**config.mk**
```make
export PLATFORM = sky130hd
export DESIGN_NAME = plru_way_controller
export DESIGN_NICKNAME = d
export VERILOG_FILES = /design/src/rtl/plru_pkg.sv /design/src/rtl/plru_onehot_encoder.sv /design/src/rtl/plru_way_controller.sv
export SDC_FILE = /design/constraint.sdc
export NUM_CORES = 1
export LEC_CHECK = 0
export ABC_AREA = 1
export CORE_ASPECT_RATIO = 1.25
export CORE_MARGIN = 5
export CORE_UTILIZATION = 50
export DETAILED_ROUTE_END_ITERATION = 10
export HOLD_SLACK_MARGIN = 0.06
export PLACE_DENSITY = 0.7
export REMOVE_ABC_BUFFERS = 1
export SYNTH_ARGS = -nofsm -noshare
export SYNTH_HDL_FRONTEND = slang
export SYNTH_SLANG_ARGS = --single-unit
export TNS_END_PERCENT = 20
```
**constraint.sdc**
```tcl
create_clock -name clk -period 5.7 [get_ports clk]
set_clock_uncertainty 0.1 [all_clocks]
set_input_delay 1.425 -clock clk [delete_from_list [all_inputs] [get_ports clk]]
set_output_delay 1.425 -clock clk [all_outputs]
set_load 0.05 [all_outputs]
```
**src/rtl/plru_pkg.sv**
```systemverilog
// Shared definitions for the tree pseudo-LRU way controller: request opcodes
// and the request-serialising FSM state type.
package plru_pkg;

    localparam logic OP_TOUCH = 1'b0;
    localparam logic OP_ALLOC = 1'b1;

    typedef enum logic [1:0] {
        IDLE,
        READ,
        UPDATE
    } plru_state_t;

endpackage

```
**src/rtl/plru_onehot_encoder.sv**
```systemverilog
// One-hot to binary encoder with a validity flag. The flag is high only when
// exactly one input bit is set; any other pattern yields index 0.
module plru_onehot_encoder #(
    parameter  int WAYS  = 8,
    localparam int WAY_W = $clog2(WAYS)
) (
    input  logic [WAYS-1:0]  in,
    output logic [WAY_W-1:0] out,
    output logic             onehot
);

    int               count;
    logic [WAY_W-1:0] idx;

    // Count set bits and remember the index of the last one seen.
    always_comb begin
        count = 0;
        idx   = '0;
        for (int i = 0; i < WAYS; i++) begin
            if (in[i]) begin
                count = count + 1;
                idx   = WAY_W'(i);
            end
        end
        onehot = (count == 1);
        out    = onehot ? idx : '0;
    end

endmodule

```
**src/rtl/plru_way_controller.sv**
```systemverilog
// Tree pseudo-LRU replacement controller. Serialises TOUCH (hit) and ALLOC
// (miss) requests through IDLE -> READ -> UPDATE, one request every 3 cycles.
// Optional build macro PLRU_STATS_EN adds saturating touch/alloc counters.
module plru_way_controller
    import plru_pkg::*;
#(
    parameter  int WAYS  = 8,
    parameter  int SETS  = 64,
    localparam int WAY_W = $clog2(WAYS),
    localparam int SET_W = $clog2(SETS)
) (
    input  logic             clk,
    input  logic             rst_n,
    input  logic             req_valid,
    output logic             req_ready,
    input  logic             req_op,
    input  logic [SET_W-1:0] req_set,
    input  logic [WAYS-1:0]  req_hit_way,
    output logic             rsp_valid,
    output logic [WAY_W-1:0] rsp_way,
    output logic             rsp_err
`ifdef PLRU_STATS_EN
    ,
    output logic [31:0]      stat_touch_cnt,
    output logic [31:0]      stat_alloc_cnt
`endif
);

    plru_state_t      state;
    plru_state_t      state_next;

    logic             op_p0;
    logic [SET_W-1:0] set_p0;
    logic [WAYS-1:0]  hit_p0;

    logic [WAYS-2:0]  plru_mem [SETS];
    logic [WAYS-2:0]  row_p0;
    logic [WAYS-2:0]  bits_p1;
    logic [WAY_W-1:0] way_p1;
    logic             wr_en_p1;

    logic [WAY_W-1:0] hit_idx;
    logic             hit_onehot;
    logic [WAY_W-1:0] target_way;
    logic             target_err;
    logic             accept;

    // Walk from the root following each node's bit; the leaf reached is the victim.
    function automatic logic [WAY_W-1:0] find_victim(input logic [WAYS-2:0] bits);
        int node;
        node = 1;
        for (int lvl = 0; lvl < WAY_W; lvl++) begin
            node = 2 * node + int'(bits[node-1]);
        end
        return WAY_W'(node - WAYS);
    endfunction

    // Point every node on the path to 'way' away from it; other nodes keep their value.
    function automatic logic [WAYS-2:0] touch_path(input logic [WAYS-2:0] bits,
                                                    input logic [WAY_W-1:0] way);
        logic [WAYS-2:0] nb;
        logic            upper;
        int              node;
        nb   = bits;
        node = 1;
        for (int lvl = 0; lvl < WAY_W; lvl++) begin
            upper        = way[WAY_W-1-lvl];
            nb[node-1]   = ~upper;
            node         = 2 * node + int'(upper);
        end
        return nb;
    endfunction

    plru_onehot_encoder #(
        .WAYS(WAYS)
    ) u_hit_enc (
        .in     (hit_p0),
        .out    (hit_idx),
        .onehot (hit_onehot)
    );

    assign accept     = req_valid && req_ready;
    assign row_p0     = plru_mem[set_p0];
    assign target_err = (op_p0 == OP_TOUCH) && !hit_onehot;
    assign target_way = (op_p0 == OP_ALLOC) ? find_victim(row_p0) : hit_idx;

    // FSM state register.
    always_ff @(posedge clk or negedge rst_n) begin
        if (!rst_n) begin
            state <= IDLE;
        end else begin
            state <= state_next;
        end
    end

    // Next-state logic; the controller only accepts a request from IDLE.
    always_comb begin
        state_next = state;
        req_ready  = 1'b0;
        case (state)
            IDLE: begin
                req_ready = 1'b1;
                if (req_valid) state_next = READ;
            end
            READ:    state_next = UPDATE;
            UPDATE:  state_next = IDLE;
            default: state_next = IDLE;
        endcase
    end

    // Stage p0/p1 datapath capture: request on accept, set row and target way during READ.
    always_ff @(posedge clk) begin
        if (accept) begin
            op_p0  <= req_op;
            set_p0 <= req_set;
            hit_p0 <= req_hit_way;
        end
        if (state == READ) begin
            bits_p1 <= row_p0;
            way_p1  <= target_way;
        end
    end

    // Response registers: loaded leaving READ so the strobe coincides with UPDATE.
    always_ff @(posedge clk or negedge rst_n) begin
        if (!rst_n) begin
            rsp_valid <= 1'b0;
            rsp_way   <= '0;
            rsp_err   <= 1'b0;
            wr_en_p1  <= 1'b0;
        end else begin
            rsp_valid <= (state == READ);
            if (state == READ) begin
                rsp_way  <= target_way;
                rsp_err  <= target_err;
                wr_en_p1 <= !target_err;
            end
        end
    end

    // PLRU state array; written back in UPDATE unless the touch was malformed.
    always_ff @(posedge clk or negedge rst_n) begin
        if (!rst_n) begin
            for (int s = 0; s < SETS; s++) begin
                plru_mem[s] <= '0;
            end
        end else if ((state == UPDATE) && wr_en_p1) begin
            plru_mem[set_p0] <= touch_path(bits_p1, way_p1);
        end
    end

`ifdef PLRU_STATS_EN
    // Saturating counters bumped alongside the response being produced.
    always_ff @(posedge clk or negedge rst_n) begin
        if (!rst_n) begin
            stat_touch_cnt <= '0;
            stat_alloc_cnt <= '0;
        end else if (state == READ) begin
            if ((op_p0 == OP_ALLOC) && (stat_alloc_cnt != 32'hFFFF_FFFF)) begin
                stat_alloc_cnt <= stat_alloc_cnt + 32'd1;
            end
            if ((op_p0 == OP_TOUCH) && !target_err && (stat_touch_cnt != 32'hFFFF_FFFF)) begin
                stat_touch_cnt <= stat_touch_cnt + 32'd1;
            end
        end
    end
`endif

endmodule

```
==> flow_metrics.tcl <==
set metrics [dict create \
    cp.required_ps 6070 \
    p_int_mw 5.89 \
    cts_tree "done" \
    finalNonFillerCells 3549 \
    cp_common_cell "nand2_1" \
    mostFrequentLayoutCells "nand2_1 (1587), o21ai_0 (456), dfrtp_1 (456), nand3_1 (75), inv_1 (58)" \
    setup_viol_count_final 0 \
    avgViaCountPerCell 5.62 \
    clk_pin_slew_ps 60 \
    cts_buffer_depth 3 \
    yosys_warnings 0 \
    hold_class "flip-flop to flip-flop" \
    yosysTopAreaCell "dfrtp_1" \
    ys_seq_elements 480 \
    antenna_found_initial 0 \
    power.share.clock_pct 39.6 \
    wl_um 64500 \
    hold_depth 2 \
    postCtsSetupBuffers 0 \
    synthSimpleGateAreaFrac_pct 29.9 \
    outcome "complete, no violations" \
    p_switching_mw 2.32 \
    swShare_pct 28.3 \
    place_inst 3462 \
    io_pins 24 \
    cts_max_level 2 \
    finalCriticalPeriod_ps 4640 \
    synthAdderAreaFrac_pct 0.655 \
    synth_compound_area_share_pct 11.5 \
    dieArea_um2 50300 \
    path_class "flip-flop to flip-flop" \
    tightestPinTransition_ps 1360 \
    yosys_most_used_dff "dfrtp_1" \
    whs_endpoint "plru_mem[166]" \
    fmax_mhz 215 \
    dp_slack_ps 1130 \
    rsz0062_at_grt "no" \
    vdd_drop_max_mv 0.251 \
    finalCritPeriodShare_pct 81.4 \
    drtPass1Iterations 6 \
    drv_cap 0 \
    overflow 0 \
    r2r_cells 29 \
    gp_congestion 0.858 \
    grt_pass1_wl_um 104000 \
    cts_root_buf "clkbuf_16" \
    multi_input_area_um2 9730 \
    die-height_um 249 \
    stdcell_area_um2 25000 \
    critPathLaunch "hit_p0[1]" \
    cpMaxStageDelayCell "edfxtp_1" \
    total_leakage_power_nw 12.3 \
    seqPwrFrac_pct 46.7 \
    drive_gt1_share_pct 5.02 \
    cts_hold_buffers 0 \
    areaGrowthSynthToFinish_pct 9.16 \
    critPathMaxStageDelay_ps 400 \
    grt_usage_pct 25.3 \
    grt_max_degree 186 \
    rows 87 \
    synth.top_cell.area_share_pct 49.8 \
    rr_startpoint "hit_p0[1]" \
    drc 0 \
    diodes 0 \
    initial_core_util_pct 50.6 \
    drtIter0Drc 2076 \
    die_x_um 202 \
    arrival_ps 5010 \
    crit_path_end_kind "flip-flop" \
    avgSynthCellArea_um2 7.58 \
    powerDensity_nw_per_um2 328 \
    synth-xor-area-share_pct 0.0382 \
    whs_ps 382 \
    ff2ff_setup_slack_ps 1060 \
    portBuffers 23 \
    grt_pass1_vias 19459 \
    power_frac_comb_pct 13.7 \
    antenna_left 0 \
    relSlewSlack_pct 8.56 \
    startpoint_type "flip-flop" \
    wl_per_cell_um 18.2 \
    clkLatencyLatePin_ps 580 \
    synth_cell_type_count 33 \
    worst_slack_ps 1060 \
    layout.nets 2964 \
    nFillCells 4185 \
    core_um2 45300 \
    hold_viol 0 \
    dp_hpwl_um 38600 \
    register_area_um2 12100 \
    vias 19930 \
    syn_inst 3026 \
    crit_fanout 4 \
    cts_resized 0 \
    numClockSinks 480 \
    slew_violations 0 \
    post-route-util_pct 55.3 \
    power.total_mw 8.22 \
    hp-start "plru_mem[166]" \
    synth_top_family_by_area "simple AND/OR/NAND/NOR gates" \
    synth_edf_count 24 \
    timing.rr.end "rsp_err" \
    final_common_cell "nand2_1" \
    synthMuxAreaShare_pct 0 \
    synthTopCellsByArea "dfrtp_1 (50%), nand2_1 (26%), o21ai_0 (10%), edfxtp_1 (3.1%), clkbuf_1 (1.9%)" \
    synth_area_um2 22900 \
    cts_buffers 48 \
    finalSetupTns_ps 0 \
    synth-async-reset-ratio_pct 95.0 \
    place_area_um2 23400 \
    ys_seq_area_share_pct 52.9 \
]
## sequential cells by signal, indices dropped and copies added (netlist names), 2 cells and up
| name | cells |
|---|---|
| hit_p0 | 8 |
| way_p1 | 3 |
| set_p0 | 6 |
| rsp_way | 3 |
| plru_mem | 448 |
| state | 2 |
| bits_p1 | 6 |
## worst max-delay path: cells and delay by family (launching register included)
family | cells | cell delay, ps
adder cells (fa/ha/maj) | 6 | 1620
AND/OR/NAND/NOR | 14 | 1500
AO/OA/AOI/OAI | 3 | 460
buffers and inverters | 6 | 440
flip-flops | 1 | 400
## cell type report
cell class | instances | share of cell area [%]
clock buffer | 73 | 6.02
clock inverter | 14 | 0.490
inverter | 63 | 0.970
multi-input combinational | 2283 | 38.9
sequential | 480 | 48.5
tap | 578 | 2.89
timing repair buffer | 58 | 2.29
## kinds of logic after synthesis
logic type | count (synthesis)
and+or+nand+nor | 1748
adders and majority gates | 12
buffers and inverters | 263
DFF | 480
AOI/OAI and AO/OA | 522
xor gates and xnor gates | 1
## worst max-delay path by stage
stage,to,slack (ps),depth (start not counted)
final,rsp_err,1060,29
after global routing,rsp_err,690,30
after floorplan,way_p1[0],-3890,18
after detailed placement,rsp_err,1130,29
after global placement,rsp_err,1210,29
after CTS,rsp_err,1090,29
## synth_stat cells, types with 5 or more instances
library cell	count
a21oi_1	36
buf_2	56
buf_4	19
buf_6	5
clkbuf_1	118
dfrtp_1	456
edfxtp_1	24
ha_1	12
inv_1	59
nand2_1	1587
nand3_1	75
nand4_1	13
nor2_1	39
nor3_1	8
o21ai_0	457
o21ai_1	23
or2_2	6
## layer usage
| metal | GRT usage [%] | part of all wire, % | up-vias |
|---|---|---|---|
| li1 | - | - | 9419 |
| met1 | 32.5 | 40 | 9649 |
| met2 | 43.2 | 49 | 684 |
| met3 | 3.49 | 6.4 | 178 |
| met4 | 10.6 | 4.4 | 0 |
| met5 | 0 | 0 | - |
## power groups by stage
stage / clock (mW) / combinational [mW] / sequential [mW]
2_1_floorplan: 0 / 0.582 / 3.93
3_3_place_gp: 0 / 1.09 / 3.88
3_5_place_dp: 0 / 1.12 / 3.90
4_1_cts: 3.30 / 1.12 / 3.84
5_1_grt: 3.44 / 1.25 / 3.86
6_report: 3.25 / 1.13 / 3.84
Note: power is estimated with default switching activity, not from simulation.
